===== src/rtl/alu_arbiter.sv =====
// Two-requester front end for one shared combinational alu_unit.
// Round-robin grant, one transaction in flight, result held until the owner takes it.
module alu_arbiter #(
    parameter int                     DATA_WIDTH = 32,
    parameter int                     OP_WIDTH   = 6,
    parameter logic [OP_WIDTH-1:0]    OP_ALU_NOP = '0
) (
    input  logic                  i_clk,
    input  logic                  i_rst_n,

    input  logic                  i_req0_valid,
    output logic                  o_req0_ready,
    input  logic [OP_WIDTH-1:0]   i_req0_op,
    input  logic [DATA_WIDTH-1:0] i_req0_a,
    input  logic [DATA_WIDTH-1:0] i_req0_b,

    input  logic                  i_req1_valid,
    output logic                  o_req1_ready,
    input  logic [OP_WIDTH-1:0]   i_req1_op,
    input  logic [DATA_WIDTH-1:0] i_req1_a,
    input  logic [DATA_WIDTH-1:0] i_req1_b,

    output logic                  o_rsp0_valid,
    input  logic                  i_rsp0_ready,
    output logic [DATA_WIDTH-1:0] o_rsp0_data,

    output logic                  o_rsp1_valid,
    input  logic                  i_rsp1_ready,
    output logic [DATA_WIDTH-1:0] o_rsp1_data,

    output logic [OP_WIDTH-1:0]   o_alu_op,
    output logic [DATA_WIDTH-1:0] o_alu_a,
    output logic [DATA_WIDTH-1:0] o_alu_b,
    input  logic [DATA_WIDTH-1:0] i_alu_c,

    output logic                  o_busy,
    output logic                  o_owner
);

    typedef enum logic [1:0] {IDLE, EXEC, RESP} state_t;

    state_t                state_q, state_d;
    logic                  ptr_q;
    logic                  owner_q;
    logic [OP_WIDTH-1:0]   op_q;
    logic [DATA_WIDTH-1:0] a_q, b_q;
    logic [DATA_WIDTH-1:0] result_q;

    logic accept;
    logic grant;
    logic rsp_fire;

    always_comb begin
        state_d  = state_q;
        // One valid wins outright; the pointer only breaks ties.
        grant    = (i_req0_valid && i_req1_valid) ? ptr_q : i_req1_valid;
        // Ready is gated by reset so nothing is acknowledged while held in reset.
        accept   = (state_q == IDLE) && (i_req0_valid || i_req1_valid) && i_rst_n;
        rsp_fire = (state_q == RESP) && (owner_q ? i_rsp1_ready : i_rsp0_ready);

        case (state_q)
            IDLE:    if (accept)   state_d = EXEC;
            EXEC:                  state_d = RESP;
            RESP:    if (rsp_fire) state_d = IDLE;
            default:               state_d = IDLE;
        endcase
    end

    always_ff @(posedge i_clk or negedge i_rst_n) begin
        if (!i_rst_n) begin
            state_q  <= IDLE;
            ptr_q    <= 1'b0;
            owner_q  <= 1'b0;
            op_q     <= OP_ALU_NOP;
            a_q      <= '0;
            b_q      <= '0;
            result_q <= '0;
        end else begin
            state_q <= state_d;
            if (accept) begin
                owner_q <= grant;
                op_q    <= grant ? i_req1_op : i_req0_op;
                a_q     <= grant ? i_req1_a  : i_req0_a;
                b_q     <= grant ? i_req1_b  : i_req0_b;
            end
            if (state_q == EXEC)
                result_q <= i_alu_c;
            if (rsp_fire)
                ptr_q <= ~owner_q;
        end
    end

    // The shared ALU sees a quiet NOP with zero operands except during EXEC.
    assign o_alu_op = (state_q == EXEC) ? op_q : OP_ALU_NOP;
    assign o_alu_a  = (state_q == EXEC) ? a_q  : '0;
    assign o_alu_b  = (state_q == EXEC) ? b_q  : '0;

    assign o_req0_ready = accept && !grant;
    assign o_req1_ready = accept &&  grant;

    assign o_rsp0_valid = (state_q == RESP) && !owner_q;
    assign o_rsp1_valid = (state_q == RESP) &&  owner_q;
    assign o_rsp0_data  = result_q;
    assign o_rsp1_data  = result_q;

    assign o_busy  = (state_q != IDLE);
    assign o_owner = owner_q;

endmodule


===== config.mk =====
export PLATFORM = sky130hd
export DESIGN_NAME = alu_arbiter
export DESIGN_NICKNAME = d
export VERILOG_FILES = /design/src/rtl/alu_arbiter.sv
export SDC_FILE = /design/constraint.sdc
export NUM_CORES = 1
export LEC_CHECK = 0
export CORE_MARGIN = 3
export CORE_UTILIZATION = 39
export CTS_BUF_LIST = sky130_fd_sc_hd__clkbuf_2 sky130_fd_sc_hd__clkbuf_4 sky130_fd_sc_hd__clkbuf_8
export DETAILED_ROUTE_END_ITERATION = 10
export PLACE_DENSITY = 0.79
export REMOVE_ABC_BUFFERS = 1
export SLEW_MARGIN = 20
export SYNTH_ARGS = -nofsm -noshare
export SYNTH_HDL_FRONTEND = slang
export SYNTH_SLANG_ARGS = --single-unit

===== constraint.sdc =====
create_clock -name i_clk -period 1.6 [get_ports i_clk]
set_input_delay 0.32 -clock i_clk [delete_from_list [all_inputs] [get_ports i_clk]]
set_output_delay 0.32 -clock i_clk [all_outputs]
set_load 0.01 [all_outputs]

## After elaboration in Yosys (flattened, before gate mapping)

Index checks and enable logic that the tools add are counted.

| operators by class | value |
|---|---|
| equality and inequality tests | 4 |
| mux-type cells | 11 |
| reduce and logical (&&, ||, !) cells | 14 |
| bitwise operators | 1 |

Operators by type and width:

| kind | number |
|---|---|
| two-way mux 32 bit | 4 |
| two-way mux 6 bit | 2 |
| logical AND 1 bit | 8 |
| one-hot mux 2 bit (3 select lines) | 1 |
| two-way mux 2 bit | 2 |
| inequality test 2 bit, second input constant | 2 |
| == test 2 x 1 -> 1 bit, second input constant | 1 |
| == test 2 bit, second input constant | 1 |
| logical NOT 1 bit | 2 |
| logical NOT 2 bit | 1 |
| two-way mux 1 bit | 2 |
| AND reduction 2 bit | 1 |
| nonzero test 2 bit | 1 |
| logical OR 1 bit | 1 |
| inverter 1 bit | 1 |

| storage, ports and cells | value |
|---|---|
| register bits | 106 |
| word-level logic and storage cells | 37 |
| input bits | 178 |

## Longest topological paths before layout

| depth | value |
|---|---|
| word-level depth | 5 |
| gate-level depth with buffers | 6 |
| gate-level depth less buffers | 3 |

## Worst setup path after synthesis

No wires, ideal clock.

| path | value |
|---|---|
| path type | register -> output |
| from | register state_q[1] |
| to | output port o_req1_ready |
| path buffers | 2 |
| stages on the path, launching flop included | 5 |
| arrival time | 1.375 ns |
| data required time | 1.280 ns |
| slack | -0.095 ns |
| cell sequence | dfrtp_1 > or3b_1 > buf_6 > buf_6 > nor3b_1 |

| on the way | value |
|---|---|
| longest elaborated chain between the ends | 4 |

Ends and longest elaborated chain:

| what | RTL line | source |
|---|---|---|
| start: declaration | 42 | `state_t state_q, state_d;` |
| start signal: assignment | 79 | `state_q <= state_d;` |
| logical NOT 2 bit | 58 | `accept = (state_q == IDLE) && (i_req0_valid \|\| i_req1_valid) && i_rst_n;` |
| logical AND 1 bit (2 in series) | 58 |  |
| logical AND 1 bit | 99 | `assign o_req1_ready = accept && grant;` |
| end: declaration | 18 | `output logic o_req1_ready,` |

No other way between the ends.

## Worst setup path in the final report

| path | value |
|---|---|
| from | register state_q[1] |
| to | output port o_alu_a[31] |

| on the way | value |
|---|---|
| longest elaborated chain between the ends | 2 |

Ends and longest elaborated chain:

| what | RTL line | source |
|---|---|---|
| == test 2 x 1 -> 1 bit | 95 | `assign o_alu_a = (state_q == EXEC) ? a_q : '0;` |
| two-way mux 32 bit | 95 |  |
| end: declaration | 32 | `output logic [DATA_WIDTH-1:0] o_alu_a,` |

No other way between the ends.

==> metrics <==
status=finished with violations; failing checks=setup timing; Initial Utilization=40.27%; Synth area leaders=dfrtp_1 (49%), a221o_1 (13%), and2_1 (8.1%); total power=14.96 mW; total track usage=26.81%; count of final setup violators=177; clk_lat worst skew=380 ps; Vias/cell=5.555; CTS buffer count=9; wire per inst=23.53 µm; CP Launch Type=flop; Yosys cell types=24; relative max-transition margin=38.87%; 1st-pass router iterations=5; period utilisation layout=128.8%; Synth top area share=49.15%; vias post-DR=5,688; die width=123.6 µm; routed wire length=24.10 mm; initial DRC count=381; initial antenna violation count=0; Fin. Hold Viols=0; DIE AREA=0.01528 mm²; min cycle time layout=2060 ps; Antenna Cells=0; post-route ant nets=0; row count=42; clk_skew=9.245 ps; Max Slew Vio Count=0; area grow syn2layout=82.43%; HP Class=in2async; maximum clock path buffer count=2; GRT overflow=0; Die Height=123.6 µm; Largest stage delay, worst path=420 ps; Core Footprint=0.01340 mm²; Worst EP arrival=1740 ps; Final #Nets=1,021; Fin Hold WS=59.50 ps; Critical Path RT=1280 ps; Worst-path clk slew=110 ps; CP Cell Sequence=buf_6 -> nor2_4 -> buf_12 -> buf_12 -> clkbuf_16 -> and2_4 -> buf_6; pre-CTS setup slack=-533.3 ps; layout cell share with drive strength beyond 1=29.25%; PwrDens=1519 mW/mm²; Max IR drop VDD=638.6 µV; Root Driver=clkbuf_8; setup TNS=-60,080 ps; register area share after synthesis=49.15%; pin count of the biggest net entering global routing=74; cell count after synthesis=523; first-pass GRT wire length=30.90 mm; synthesized area=0.005396 mm²; vias in the first global route=5,543; worst slew pin tran=916.9 ps; final worst slack=-460.4 ps; Lkg Pwr=4.844 nW; Max H-tree Level=3; Max Freq=485.4 MHz; # fillers=903; IO Port Bufs=317; CP Max Fanout=7; Ports=318; max cap viols=0; CTS tree=yes; gp weighted congestion=0.8233; Worst Setup End Kind=output port; hold-fix buffers at CTS=0; reg2reg setup slack=-420 ps; CTS Sinks=106; Detailed Place HPWL=13.95 mm; RSZ-0062 raised after global routing=true; Synth Area per Inst=10.32 µm²; Ys Warns=0; Critical Path Slowest Stage Cell=dfrtp_1; Crit Path Category=reg2out; FF+latch count, synth=106; post-synthesis cell type with the largest combined area=dfrtp_1; Finished Core Util=73.46%; DRC viols=0
## final timing paths
check                               to        from  depth (start not counted)
hold reg to reg                a_q[20]     a_q[20]                          1
min in group i_clk             a_q[20]     a_q[20]                          1
hold / removal                 o_owner     i_rst_n                          3
max in group asynchronous       b_q[9]     i_rst_n                          4
setup reg to reg               b_q[24]  state_q[1]                          9
setup / recovery           o_alu_a[31]  state_q[1]                          7
## power by group
group | switching (mW) | internal [mW]
sequential | 0.981 | 4.02
clock | 0.965 | 0.781
combinational | 3.39 | 4.81
total | 5.34 | 9.62
## synthesized netlist by cell type
master and n:
or2_2 1, nor2b_1 1, and2_1 70, dfrtp_1 106, nor3_1 70, and3_1 1, buf_2 15, o21ai_1 1
a31oi_1 1, nand2b_1 1, buf_4 33, a221o_1 70, o21ai_0 2, clkbuf_1 21, nor2_1 4, nand2_1 71
buf_6 8, or3b_1 1, buf_1 5, o21bai_1 1, a21oi_1 2, mux2_2 32, inv_1 4, nor3b_1 2
## through the flow
step                cells  cell area [µm²]
floorplan             441             4886
detailed placement    962             8572
global route         1024             9844
global placement      962             8572
finish               1024             9844
CTS                   995             9085
## cells in the final DEF (no fill, tap or decap), types with 16 or more instances in the layout
cell type        instances
clkdlybuf4s50_1        175
dfrtp_1                106
nand2_1                 71
nor3_1                  70
a221o_1                 70
dlymetal6s2s_1          65
buf_6                   53
and2_4                  39
mux2_2                  32
buf_4                   32
and2_1                  31
buf_2                   19
clkdlybuf4s15_2         16
## timing repair
item / in CTS / in global routing
buffers inserted: 7 / 20
endpoints found under the hold margin: 0 / 0
cloned: 10 / 11
resized for setup: 320 / 161
pin swaps: 3 / 33
endpoints found under the setup margin: 225 / 236
## critical path: cells and delay by family (launching register included)
kind / cells / cell delay (ps)
simple gates: 2 / 280
buf+inv: 5 / 670
flops: 1 / 420
## routing by layer
metal / GRT usage (%) / wire length (µm)
met2: 46.84 / 12330
met1: 31.92 / 8698
met4: 10.73 / 893
met3: 6.040 / 2182
met5: 0 / 0
## cells by family after synthesis
logic type             count (synthesis)  synth area share [%]
AOI/OAI and AO/OA                     77                 13.70
buffers and inverters                 86                 9.738
DFF                                  106                 49.15
muxes                                 32                 6.678
and+or+nand+nor                      222                 20.73
## flip-flops by register name, indices dropped and copies added, names as in the netlist
signal       flops
a_q             32
b_q             32
o_rsp0_data     32
op_q             6
state_q          2
o_owner          1
ptr_q            1
## layout make-up
type / count / area (µm²) / area share (%)
clock buffer: 11 / 145.1 / 1.474
inverter: 4 / 17.52 / 0.1779
tap: 176 / 220.2 / 2.237
sequential: 106 / 2653 / 26.94
timing repair buffer: 390 / 4363 / 44.32
clock inverter: 5 / 53.80 / 0.5465
multi-input combinational: 332 / 2392 / 24.30
Power figures use the tool's default switching activity.
